<file path="src/rtl/cpu_stage_sequencer_pkg.sv">
//------------------------------------------------------------------------------
// Module : cpu_seq_pkg
// Brief  : State encodings, parameter defaults and one-hot helper for the sequencer.
// Rev    : 1.0
//------------------------------------------------------------------------------
`default_nettype none

package cpu_seq_pkg;

  localparam logic [1:0] c_ST_IDLE     = 2'b00;
  localparam logic [1:0] c_ST_STEP     = 2'b01;
  localparam logic [1:0] c_ST_MEM_WAIT = 2'b10;
  localparam logic [1:0] c_ST_HALT     = 2'b11;

  localparam int DEF_NUM_STAGES  = 5;
  localparam int DEF_MEM_STAGE   = 3;
  localparam int DEF_MEM_TIMEOUT = 15;
  localparam int DEF_IDX_W       = 4;
  localparam int c_MAX_STAGES    = 16;

  // Callers cast the result down to their own stage count.
  function automatic logic [c_MAX_STAGES-1:0] onehot_from_idx(input logic [3:0] idx);
    return c_MAX_STAGES'(1) << idx;
  endfunction

endpackage

`default_nettype wire

</file>
<file path="src/rtl/cpu_stage_sequencer_if.sv">
//------------------------------------------------------------------------------
// Module : cpu_stage_sequencer_if
// Brief  : Control/strobe/memory-handshake bundle between sequencer and datapath.
// Rev    : 1.0
//------------------------------------------------------------------------------
`default_nettype none

interface cpu_stage_sequencer_if
  import cpu_seq_pkg::*;
#(
  parameter int NUM_STAGES = DEF_NUM_STAGES,
  parameter int IDX_W      = DEF_IDX_W
);
  logic                  run;
  logic                  halt_req;
  logic                  mem_access;
  logic                  mem_ready;
  logic [NUM_STAGES-1:0] stage_go;
  logic [IDX_W-1:0]      stage_idx;
  logic                  mem_req;
  logic                  instr_retired;
  logic [31:0]           retire_count;
  logic                  busy;
  logic                  halted;
  logic                  mem_err;

  modport master (
    input  run, halt_req, mem_access, mem_ready,
    output stage_go, stage_idx, mem_req, instr_retired, retire_count, busy, halted, mem_err
  );

  modport slave (
    output run, halt_req, mem_access, mem_ready,
    input  stage_go, stage_idx, mem_req, instr_retired, retire_count, busy, halted, mem_err
  );
endinterface

`default_nettype wire

</file>
<file path="src/rtl/cpu_stage_sequencer_timeout_ctr.sv">
//------------------------------------------------------------------------------
// Module : seq_timeout_ctr
// Brief  : Saturating wait counter with clear/enable; o_term flags LIMIT-1 reached.
// Rev    : 1.0
//------------------------------------------------------------------------------
`default_nettype none

module seq_timeout_ctr #(
  parameter int LIMIT = 15
) (
  input  wire logic clk,
  input  wire logic rst,
  input  wire logic i_clr,
  input  wire logic i_en,
  output logic      o_term
);
  localparam int            c_cnt_w = (LIMIT > 1) ? $clog2(LIMIT) : 1;
  localparam logic [c_cnt_w-1:0] c_term = c_cnt_w'(LIMIT - 1);

  logic [c_cnt_w-1:0] r_cnt;

  always_ff @(posedge clk) begin
    if (rst || i_clr) begin
      r_cnt <= '0;
    end else if (i_en && (r_cnt != c_term)) begin
      r_cnt <= r_cnt + c_cnt_w'(1);
    end
  end

  assign o_term = (r_cnt == c_term);
endmodule

`default_nettype wire

</file>
<file path="src/rtl/cpu_stage_sequencer.sv">
//------------------------------------------------------------------------------
// Module : cpu_stage_sequencer
// Brief  : Multicycle stage sequencer with memory-stage skip/stall, timeout and
//          run/halt control. SEQ_DEBUG_PORT_EN adds the dbg_state output.
// Rev    : 1.0
//------------------------------------------------------------------------------
`default_nettype none

module cpu_stage_sequencer
  import cpu_seq_pkg::*;
#(
  parameter int NUM_STAGES  = DEF_NUM_STAGES,
  parameter int MEM_STAGE   = DEF_MEM_STAGE,
  parameter int MEM_TIMEOUT = DEF_MEM_TIMEOUT,
  parameter int IDX_W       = DEF_IDX_W
) (
  input  wire logic             clk,
  input  wire logic             nreset,
`ifdef SEQ_DEBUG_PORT_EN
  output logic [7:0]            dbg_state,
`endif
  cpu_stage_sequencer_if.master bus
);
  localparam logic [IDX_W-1:0] c_last_idx     = IDX_W'(NUM_STAGES - 1);
  localparam logic [IDX_W-1:0] c_pre_mem_idx  = IDX_W'(MEM_STAGE - 1);
  localparam logic [IDX_W-1:0] c_mem_idx      = IDX_W'(MEM_STAGE);
  localparam logic [IDX_W-1:0] c_post_mem_idx = IDX_W'(MEM_STAGE + 1);

  logic [1:0]            r_state;
  logic [1:0]            w_next_state;
  logic [IDX_W-1:0]      r_idx;
  logic [IDX_W-1:0]      w_next_idx;
  logic                  r_halt_pending;
  logic                  w_next_halt_pending;
  logic                  w_timeout;
  logic                  w_to_term;

  logic [NUM_STAGES-1:0] r_stage_go,      w_stage_go;
  logic                  r_mem_req,       w_mem_req;
  logic                  r_instr_retired, w_instr_retired;
  logic [31:0]           r_retire_count,  w_retire_count;
  logic                  r_busy,          w_busy;
  logic                  r_halted,        w_halted;
  logic                  r_mem_err,       w_mem_err;

  seq_timeout_ctr #(
    .LIMIT (MEM_TIMEOUT)
  ) u_timeout_ctr (
    .clk    (clk),
    .rst    (nreset),
    .i_clr  (r_state != c_ST_MEM_WAIT),
    .i_en   ((r_state == c_ST_MEM_WAIT) && !bus.mem_ready),
    .o_term (w_to_term)
  );

  assign w_next_halt_pending = r_halt_pending | bus.halt_req;

  always_ff @(posedge clk) begin
    if (nreset) begin
      r_state         <= c_ST_IDLE;
      r_idx           <= '0;
      r_halt_pending  <= 1'b0;
      r_stage_go      <= '0;
      r_mem_req       <= 1'b0;
      r_instr_retired <= 1'b0;
      r_retire_count  <= '0;
      r_busy          <= 1'b0;
      r_halted        <= 1'b0;
      r_mem_err       <= 1'b0;
    end else begin
      r_state         <= w_next_state;
      r_idx           <= w_next_idx;
      r_halt_pending  <= w_next_halt_pending;
      r_stage_go      <= w_stage_go;
      r_mem_req       <= w_mem_req;
      r_instr_retired <= w_instr_retired;
      r_retire_count  <= w_retire_count;
      r_busy          <= w_busy;
      r_halted        <= w_halted;
      r_mem_err       <= w_mem_err;
    end
  end

  always_comb begin
    w_next_state = r_state;
    w_next_idx   = r_idx;
    w_timeout    = 1'b0;
    case (r_state)
      c_ST_IDLE: begin
        w_next_idx = '0;
        if (r_halt_pending) begin
          w_next_state = c_ST_HALT;
        end else if (bus.run) begin
          w_next_state = c_ST_STEP;
        end
      end
      c_ST_STEP: begin
        if (r_idx == c_last_idx) begin
          // Retire boundary: halt beats run, and a same-cycle halt_req counts.
          w_next_idx = '0;
          if (w_next_halt_pending) begin
            w_next_state = c_ST_HALT;
          end else if (!bus.run) begin
            w_next_state = c_ST_IDLE;
          end
        end else if (r_idx == c_pre_mem_idx) begin
          if (bus.mem_access) begin
            w_next_state = c_ST_MEM_WAIT;
            w_next_idx   = c_mem_idx;
          end else begin
            w_next_idx   = c_post_mem_idx;
          end
        end else begin
          w_next_idx = r_idx + IDX_W'(1);
        end
      end
      c_ST_MEM_WAIT: begin
        if (bus.mem_ready) begin
          w_next_state = c_ST_STEP;
        end else if (w_to_term) begin
          w_next_state = c_ST_HALT;
          w_next_idx   = '0;
          w_timeout    = 1'b1;
        end
      end
      c_ST_HALT: begin
        w_next_idx = '0;
      end
      default: begin
        w_next_state = c_ST_IDLE;
        w_next_idx   = '0;
      end
    endcase
  end

  always_comb begin
    w_stage_go = '0;
    if (w_next_state == c_ST_STEP) begin
      w_stage_go = NUM_STAGES'(onehot_from_idx(4'(w_next_idx)));
    end
    w_mem_req       = (w_next_state == c_ST_MEM_WAIT);
    w_busy          = (w_next_state == c_ST_STEP) || (w_next_state == c_ST_MEM_WAIT);
    w_halted        = (w_next_state == c_ST_HALT);
    w_instr_retired = (w_next_state == c_ST_STEP) && (w_next_idx == c_last_idx);
    w_retire_count  = r_retire_count + {31'd0, w_instr_retired};
    w_mem_err       = r_mem_err | w_timeout;
  end

  assign bus.stage_go      = r_stage_go;
  assign bus.stage_idx     = r_idx;
  assign bus.mem_req       = r_mem_req;
  assign bus.instr_retired = r_instr_retired;
  assign bus.retire_count  = r_retire_count;
  assign bus.busy          = r_busy;
  assign bus.halted        = r_halted;
  assign bus.mem_err       = r_mem_err;

`ifdef SEQ_DEBUG_PORT_EN
  logic [7:0] r_dbg_state;

  always_ff @(posedge clk) begin
    if (nreset) begin
      r_dbg_state <= '0;
    end else begin
      r_dbg_state <= {w_next_state, w_mem_err, w_next_halt_pending, 4'(w_next_idx)};
    end
  end

  assign dbg_state = r_dbg_state;
`endif
endmodule

`default_nettype wire

</file>
<file path="src/flat_wrapper.sv">
// flat-port wrapper written by rule: the top's interface ports become plain ports
module cpu_stage_sequencer_flat import cpu_seq_pkg::*;
#(
  parameter int NUM_STAGES  = DEF_NUM_STAGES,
  parameter int MEM_STAGE   = DEF_MEM_STAGE,
  parameter int MEM_TIMEOUT = DEF_MEM_TIMEOUT,
  parameter int IDX_W       = DEF_IDX_W
)
  (clk, nreset, bus_run, bus_halt_req, bus_mem_access, bus_mem_ready, bus_stage_go, bus_stage_idx, bus_mem_req, bus_instr_retired, bus_retire_count, bus_busy, bus_halted, bus_mem_err);
  cpu_stage_sequencer_if #(.NUM_STAGES(NUM_STAGES), .IDX_W(IDX_W)) bus_i ();
  input  wire logic clk;
  input  wire logic nreset;
  input wire logic [$bits(bus_i.run)-1:0] bus_run;
  input wire logic [$bits(bus_i.halt_req)-1:0] bus_halt_req;
  input wire logic [$bits(bus_i.mem_access)-1:0] bus_mem_access;
  input wire logic [$bits(bus_i.mem_ready)-1:0] bus_mem_ready;
  output wire logic [$bits(bus_i.stage_go)-1:0] bus_stage_go;
  output wire logic [$bits(bus_i.stage_idx)-1:0] bus_stage_idx;
  output wire logic [$bits(bus_i.mem_req)-1:0] bus_mem_req;
  output wire logic [$bits(bus_i.instr_retired)-1:0] bus_instr_retired;
  output wire logic [$bits(bus_i.retire_count)-1:0] bus_retire_count;
  output wire logic [$bits(bus_i.busy)-1:0] bus_busy;
  output wire logic [$bits(bus_i.halted)-1:0] bus_halted;
  output wire logic [$bits(bus_i.mem_err)-1:0] bus_mem_err;
  assign bus_i.run = bus_run;
  assign bus_i.halt_req = bus_halt_req;
  assign bus_i.mem_access = bus_mem_access;
  assign bus_i.mem_ready = bus_mem_ready;
  assign bus_stage_go = bus_i.stage_go;
  assign bus_stage_idx = bus_i.stage_idx;
  assign bus_mem_req = bus_i.mem_req;
  assign bus_instr_retired = bus_i.instr_retired;
  assign bus_retire_count = bus_i.retire_count;
  assign bus_busy = bus_i.busy;
  assign bus_halted = bus_i.halted;
  assign bus_mem_err = bus_i.mem_err;
  cpu_stage_sequencer #(.NUM_STAGES(NUM_STAGES), .MEM_STAGE(MEM_STAGE), .MEM_TIMEOUT(MEM_TIMEOUT), .IDX_W(IDX_W)) u_core (.clk(clk), .nreset(nreset), .bus(bus_i));
endmodule
</file>
<file path="config.mk">
export PLATFORM = sky130hd
export DESIGN_NAME = cpu_stage_sequencer_flat
export DESIGN_NICKNAME = d
export VERILOG_FILES = /design/src/rtl/cpu_stage_sequencer_pkg.sv /design/src/rtl/cpu_stage_sequencer_if.sv /design/src/rtl/cpu_stage_sequencer_timeout_ctr.sv /design/src/rtl/cpu_stage_sequencer.sv /design/src/flat_wrapper.sv
export SDC_FILE = /design/constraint.sdc
export NUM_CORES = 1
export LEC_CHECK = 0
export BUFFER_PORTS_ARGS = -buffer_cell sky130_fd_sc_hd__buf_2
export CELL_PAD_IN_SITES_DETAIL_PLACEMENT = 0
export CELL_PAD_IN_SITES_GLOBAL_PLACEMENT = 2
export CORE_AREA = 3 3 138 73
export DETAILED_ROUTE_END_ITERATION = 10
export DIE_AREA = 0 0 141 76
export GPL_ROUTABILITY_DRIVEN = 1
export PLACE_DENSITY = 0.81
export REMOVE_ABC_BUFFERS = 1
export SLEW_MARGIN = 30
export SYNTH_ARGS = -nofsm -noshare
export SYNTH_HDL_FRONTEND = slang
export SYNTH_SLANG_ARGS = --single-unit
export TNS_END_PERCENT = 1
</file>
<file path="constraint.sdc">
create_clock -name clk -period 3.65 [get_ports clk]
set_clock_uncertainty 0.05 [all_clocks]
set_input_delay 0.365 -clock clk [delete_from_list [all_inputs] [get_ports clk]]
set_output_delay 0.365 -clock clk [all_outputs]
set_load 0.1 [all_outputs]
</file>
==> results.json, run 1 <==
{
  "pre_cts_ws_ns": 0.0588,
  "setup_viol": 0,
  "utilization_pct": 36.0,
  "grt_pass1_vias": 2227,
  "dpl.hpwl_um": 4800,
  "vias": 2352,
  "die_h_um": 76,
  "synth_area_leaders": "dfxtp_1 41%, ha_1 4.8%, nor2_1 4.5%",
  "relSlewSlack_pct": 56.1,
  "cts_max_level": 2,
  "layout_min_cycle_time_ns": 3.46,
  "critPathKind": "reg -> reg",
  "ir_drop_mv": 0.168,
  "cts.sinks": 53,
  "hold_violations": 0,
  "final_area_um2": 3170,
  "power_frac_comb_pct": 13.1,
  "arrival_ns": 3.64,
  "report.final.slew_viol_count": 0,
  "cts_buffers": 5,
  "die_width_um": 141,
  "syn2layout_area_growth_pct": 22.3,
  "cts.clk_slew.worst_paths_ns": 0.07,
  "p_leak_uw": 0.00126,
  "hold_class": "in -> reg",
  "root_buffer": "clkbuf_16",
  "grt_start_max_net_pins": 40,
  "whs_path_depth": 3,
  "drc": 0,
  "min_period_over_period_pct": 94.8,
  "drive_gt1_share_pct": 23.7,
  "synthCells": 289,
  "wl_per_cell_um": 14.1,
  "rrSetupSlack_ns": 0.19,
  "grt.overflow.total": 0,
  "wl_met2_um": 3390,
  "hold_path_end": "u_core.r_halt_pending",
  "synth-edff-count": 0,
  "cp-start-kind": "flop",
  "nNetsFinal": 361,
  "tritoncts": "yes",
  "yosys_warnings": 0,
  "ctsHoldBuffers": 0,
  "ys_async_sr_fraction_pct": 0,
  "powerDensity_nw_per_um2": 384,
  "yosysSeqAreaShare_pct": 40.9,
  "end_kind": "flop",
  "power.share.clock_pct": 37.6,
  "vias_per_cell": 5.08,
  "routed.top_layer": "met4",
  "reg2reg_from": "u_core.bus.stage_idx[0]",
  "synth_top_area_cell": "dfxtp_1",
  "ant_nets": 0,
  "run_status": "finished, final reports clean",
  "crit_required_ns": 3.83,
  "p_sw_uw": 332,
  "placed_cells": 454,
  "drt-met1-wl_um": 2890,
  "die_area_um2": 10700,
  "row_count": 24,
  "fill_cells": 905,
  "firstDrtPassIters": 4,
  "routed_wl_um": 6520,
  "antenna_found_initial": 0,
  "insertion_delay_ns": 0.29,
  "worst_slack_ns": 0.188,
  "hold_start": "bus_halt_req",
  "numPortBuffers": 51,
  "dpl_cell_area_um2": 2990,
  "worst_pin_slew_ns": 0.657,
  "netlist_area_um2": 2590,
  "swShare_pct": 27.3,
  "p_seq_share_pct": 49.3,
  "fin_cells": 463,
  "met3WireLength_um": 187,
  "grt_use_total_pct": 12.2,
  "pin_count": 52,
  "initial_utilization_pct": 29.5,
  "power_uw": 1220,
  "synth.avg_cell_area_um2": 8.97,
  "rsz0062_at_grt": "false",
  "synth_top_area_share_pct": 40.9,
  "synth-seq-cells": 53,
  "n_antenna_cell": 0,
  "fmax_mhz": 289,
  "core_area_um2": 8800,
  "clockBufferDepth": 2,
  "cap_violations": 0,
  "drtIter0Drc": 154,
  "path_max_fanout": 5,
  "synthDistinctLibCells": 49,
  "grt_pass1_wl_um": 10900,
  "p_int_uw": 884,
  "rr_worst_depth": 15,
  "gp_congestion": 0.843,
  "synth_ff_type": "dfxtp_1",
  "r2r_end": "u_core.bus.retire_count[28]"
}
[state kept, by name (all words and copies together), names as in the netlist]
signal and cells:
u_core.bus.instr_retired 1, u_core.bus.mem_req 1, u_core.bus.stage_go 5, u_core.bus.mem_err 1, u_core.r_halt_pending 1, u_core.r_state 2, u_core.bus.busy 1, u_core.bus.stage_idx 4
u_core.bus.retire_count 32, u_core.bus.halted 1, u_core.u_timeout_ctr.r_cnt 4
[power groups by stage]
stage	clock network [uW]	registers, uW	logic (uW)
final	457	600	160
after global routing	495	601	172
after CTS	477	599	160
after detailed placement	0	613	159
after global placement	0	612	159
after floorplan	0	673	56.1
[worst max-delay path, cell delays in order (launching register included)]
cell and delay, ns:
dfxtp_1 0.33, inv_1 0.07, ha_1 0.22, and4bb_2 0.28
o32ai_1 0.36, ha_1 0.20, o41a_1 0.15, nand2_1 0.10
nor3_2 0.21, ha_2 0.24, ha_4 0.17, and4_1 0.17
nand4_1 0.11, buf_4 0.18, or4_1 0.39, a21oi_1 0.14
[metrics by stage]
step | TNS, ns | hold WS, ns
after CTS | 0 | 0.280
after global routing | 0 | 0.312
final | 0 | 0.289
after floorplan | -9.60 | 0.384
after global placement | 0 | 0.406
after detailed placement | 0 | 0.437
[logic make-up after synthesis]
family	synth area share (%)
buffers and inverters	4.05
XOR/XNOR	5.41
multiplexers	0.820
AO/OA/AOI/OAI	13.5
AND/OR/NAND/NOR	30.5
adder cells (fa/ha/maj)	4.83
flip-flops	40.9
[cell usage after synthesis (3+ instances only)]
| master | count |
|---|---|
| a21oi_1 | 23 |
| o32ai_1 | 3 |
| buf_2 | 3 |
| and4_1 | 3 |
| o31ai_1 | 13 |
| clkbuf_1 | 5 |
| xnor2_1 | 8 |
| nand2_1 | 13 |
| nor2_1 | 31 |
| inv_1 | 11 |
| nor4_1 | 6 |
| or4_1 | 14 |
| nor2b_1 | 7 |
| xor2_1 | 8 |
| nand2b_1 | 4 |
| nand4_1 | 9 |
| nor3_1 | 10 |
| and3_1 | 3 |
| nand3_1 | 16 |
| ha_1 | 10 |
| dfxtp_1 | 53 |
[layer usage]
metal	GRT usage [%]	up-vias
met5	0	-
met4	3.48	0
met3	2.70	5
met2	21.9	27
met1	14.6	1136
li1	-	1184
[timing repair]
| item | CTS | global route |
|---|---|---|
| resized for setup | 0 | 9 |
| buffers inserted | 0 | 1 |
| endpoints found under the setup margin | 0 | 16 |
| hold endpoints to repair | 0 | 0 |
[worst max path at each step]
stage / cells past startpoint / from / slack, ns / endpoint
3_5_place_dp: 14 / u_core.bus.stage_idx[0] / 0.06 / u_core.bus.retire_count[31]
6_report: 15 / u_core.bus.stage_idx[0] / 0.19 / u_core.bus.retire_count[28]
3_3_place_gp: 14 / u_core.bus.stage_idx[0] / 0.12 / u_core.bus.retire_count[31]
5_1_grt: 17 / u_core.bus.stage_idx[0] / 0.0004 / u_core.bus.retire_count[30]
2_1_floorplan: 14 / u_core.bus.stage_idx[0] / -0.62 / u_core.bus.retire_count[16]
4_1_cts: 14 / u_core.bus.stage_idx[0] / 0.03 / u_core.bus.retire_count[31]
[placed cells by master (no fill, tap or decap), types with 3 or more instances in the layout]
cell,synthesis,layout
nand2_1,13,12
xnor2_1,8,8
nor4_1,6,5
nor3_1,10,9
ha_1,10,8
buf_4,1,9
nor2_1,31,31
o32ai_1,3,3
clkbuf_16,0,5
or4_1,14,14
nand2b_1,4,4
o31ai_1,13,13
and4_1,3,3
a21oi_1,23,23
nand3_1,16,16
buf_2,3,51
inv_1,11,11
nor2b_1,7,7
nand4_1,9,9
xor2_1,8,8
dfxtp_1,53,52
[final cells by class]
class / instances / area, um2 / share of cell area, %
Clock inverter: 2 / 10.0 / 0.316
Sequential cell: 53 / 1060 / 33.5
Timing Repair Buffer: 60 / 323 / 10.2
Inverter: 11 / 41.3 / 1.30
Tap cell: 117 / 146 / 4.62
Clock buffer: 6 / 129 / 4.06
Multi-Input combinational cell: 214 / 1460 / 46.0
Power figures use the tool's default switching activity.
==> run 2, diff against run 1 <==
--- a/config.mk
+++ b/config.mk
@@ -5,7 +5,7 @@
 export SDC_FILE = /design/constraint.sdc
 export NUM_CORES = 1
 export LEC_CHECK = 0
-export BUFFER_PORTS_ARGS = -buffer_cell sky130_fd_sc_hd__buf_2
+export BUFFER_PORTS_ARGS = -buffer_cell sky130_fd_sc_hd__clkbuf_2
 export CELL_PAD_IN_SITES_DETAIL_PLACEMENT = 0
 export CELL_PAD_IN_SITES_GLOBAL_PLACEMENT = 2
 export CORE_AREA = 3 3 138 73
==> run 2 against run 1 <==
Via count is 0.64% higher. Sequential share of layout area is 0.17 points lower. First-iteration DRC count is 4.5% lower. Largest cell class unchanged. Largest power group unchanged.
==> results.json, run 2 (synthesis results as in run 1) <==
{
  "syn2layout_area_growth_pct": 23.0,
  "run_status": "finished, final reports clean",
  "hold_class": "in -> reg",
  "arrival_ns": 3.52,
  "grt.overflow.total": 0,
  "fmax_mhz": 296,
  "initial_utilization_pct": 29.5,
  "cp-start-kind": "flop",
  "root_buffer": "clkbuf_16",
  "drive_gt1_share_pct": 24.5,
  "rrSetupSlack_ns": 0.27,
  "whs_ns": 0.279,
  "cts_max_level": 2,
  "cts.clk_slew.worst_paths_ns": 0.07,
  "grt_pass1_vias": 2230,
  "final_common_cell": "dfxtp_1",
  "layout_common_cells": "52 x dfxtp_1, 50 x clkbuf_2, 31 x nor2_1, 22 x a21oi_1, 16 x nand3_1",
  "drc": 0,
  "n_antenna_cell": 0,
  "endpoint": "u_core.bus.retire_count[31]",
  "utilization_pct": 36.2,
  "die_h_um": 76,
  "reg2reg_from": "u_core.bus.stage_idx[0]",
  "vias_per_cell": 5.15,
  "tritoncts": "yes",
  "ant_nets": 0,
  "insertion_delay_ns": 0.29,
  "routed_wl_um": 6490,
  "p_int_uw": 883,
  "drt-met1-wl_um": 2870,
  "grt_start_max_net_pins": 46,
  "core_area_um2": 8800,
  "cp.depth": 16,
  "clockBufferDepth": 2,
  "numPortBuffers": 51,
  "path_buf_inv": 3,
  "critPathKind": "reg -> reg",
  "firstDrtPassIters": 5,
  "met3WireLength_um": 198,
  "cts_buffers": 5,
  "p_sw_uw": 338,
  "rsz0062_at_grt": "false",
  "layout_min_cycle_time_ns": 3.38,
  "largest_reg_flops": 32,
  "crit_required_ns": 3.79,
  "end_kind": "flop",
  "ir_drop_mv": 0.177,
  "dpl.hpwl_um": 4620,
  "relSlewSlack_pct": 41.1,
  "path_max_fanout": 6,
  "placed_cells": 452,
  "swShare_pct": 27.7,
  "routed.top_layer": "met4",
  "min_period_over_period_pct": 92.7,
  "rr_worst_depth": 16,
  "setup_viol": 0,
  "wl_met2_um": 3340,
  "cp-startpoint": "u_core.bus.stage_idx[0]",
  "tns_ns": 0,
  "row_count": 24,
  "hold_violations": 0,
  "gp_congestion": 0.825,
  "power.share.clock_pct": 37.1,
  "powerDensity_nw_per_um2": 383,
  "nNetsFinal": 360,
  "pin_count": 52,
  "path_cells": "inv_1 -> ha_1 -> and3b_1 -> a21oi_2 -> o22ai_2 -> inv_1 -> ha_1 -> o41a_1 -> nand2_1 -> nor3_2 -> ha_2 -> buf_4 -> and3_2 -> nand4_1 -> nor4_2 -> mux2_2",
  "max_stage_delay_ns": 0.37,
  "power_uw": 1220,
  "crit_family": "simple AND/OR/NAND/NOR gates",
  "drtIter0Drc": 147,
  "grt_use_total_pct": 11.9,
  "power_frac_comb_pct": 13.7,
  "worst_pin_slew_ns": 0.883,
  "slowest_stage": "mux2_2",
  "p_leak_uw": 0.00122,
  "fin_cells": 460,
  "die_width_um": 141,
  "ctsHoldBuffers": 0,
  "r2r_end": "u_core.bus.retire_count[31]",
  "cts.sinks": 53,
  "report.final.slew_viol_count": 0,
  "wl_per_cell_um": 14.1,
  "p_seq_share_pct": 49.2,
  "antenna_found_initial": 0,
  "vias": 2367,
  "cap_violations": 0,
  "grt_pass1_wl_um": 10700,
  "die_area_um2": 10700
}
run 2: changes by cell type in the layout (fill, tap and decap cells not counted), sizes merged:
cell | before | now
clkinv | 2 | 1
buf | 60 | 9
clkbuf | 6 | 55
run 2: per-stage QoR:
stage | setup slack [ns] | cell area, um2
2_1_floorplan | -0.623 | 2530
5_1_grt | 0.0132 | 3190
3_3_place_gp | 0.103 | 2980
6_report | 0.267 | 3190
3_5_place_dp | 0.0411 | 2980
4_1_cts | 0.0199 | 3110
run 2: worst min-delay path by stage:
| stage | depth (start not counted) | startpoint | to |
|---|---|---|---|
| 2_1_floorplan | 1 | nreset | u_core.bus.retire_count[15] |
| 3_3_place_gp | 2 | u_core.bus.mem_err | u_core.bus.mem_err |
| 3_5_place_dp | 2 | u_core.bus.mem_err | u_core.bus.mem_err |
| 4_1_cts | 3 | bus_halt_req | u_core.r_halt_pending |
| 5_1_grt | 3 | bus_halt_req | u_core.r_halt_pending |
| 6_report | 3 | bus_halt_req | u_core.r_halt_pending |
run 2: final cells by class:
class / count / area [um2]
clock buffer: 5 / 125
clock inverter: 1 / 5.00
fill: 880 / 5610
inverter: 11 / 41.3
multi-input combinational: 214 / 1490
sequential: 53 / 1060
tap: 117 / 146
timing repair buffer: 59 / 315
run 2: worst register-to-register path: stages (launching register included):
cell and delay, ns:
dfxtp_1 0.33, inv_1 0.07, ha_1 0.24, and3b_1 0.24
a21oi_2 0.14, o22ai_2 0.10, inv_1 0.09, ha_1 0.14
o41a_1 0.16, nand2_1 0.11, nor3_2 0.14, ha_2 0.22
buf_4 0.13, and3_2 0.26, nand4_1 0.14, nor4_2 0.34
mux2_2 0.37
run 2: what timing repair did:
item | CTS | global route
buffers inserted | 0 | 2
resized for setup | 0 | 14
setup endpoints to repair | 0 | 15
run 2: power by group through the flow:
stage | clock network (uW) | registers, uW | logic [uW]
detailed placement | 0 | 613 | 158
finish | 453 | 601 | 167
floorplan | 0 | 673 | 56.1
global route | 492 | 601 | 179
CTS | 467 | 600 | 159
global placement | 0 | 613 | 158
run 2: per-layer routing:
| metal | global-route usage (%) | vias up |
|---|---|---|
| met3 | 3.01 | 7 |
| met1 | 13.7 | 1136 |
| li1 | - | 1193 |
| met2 | 21.8 | 31 |
| met4 | 3.87 | 0 |
| met5 | 0 | - |
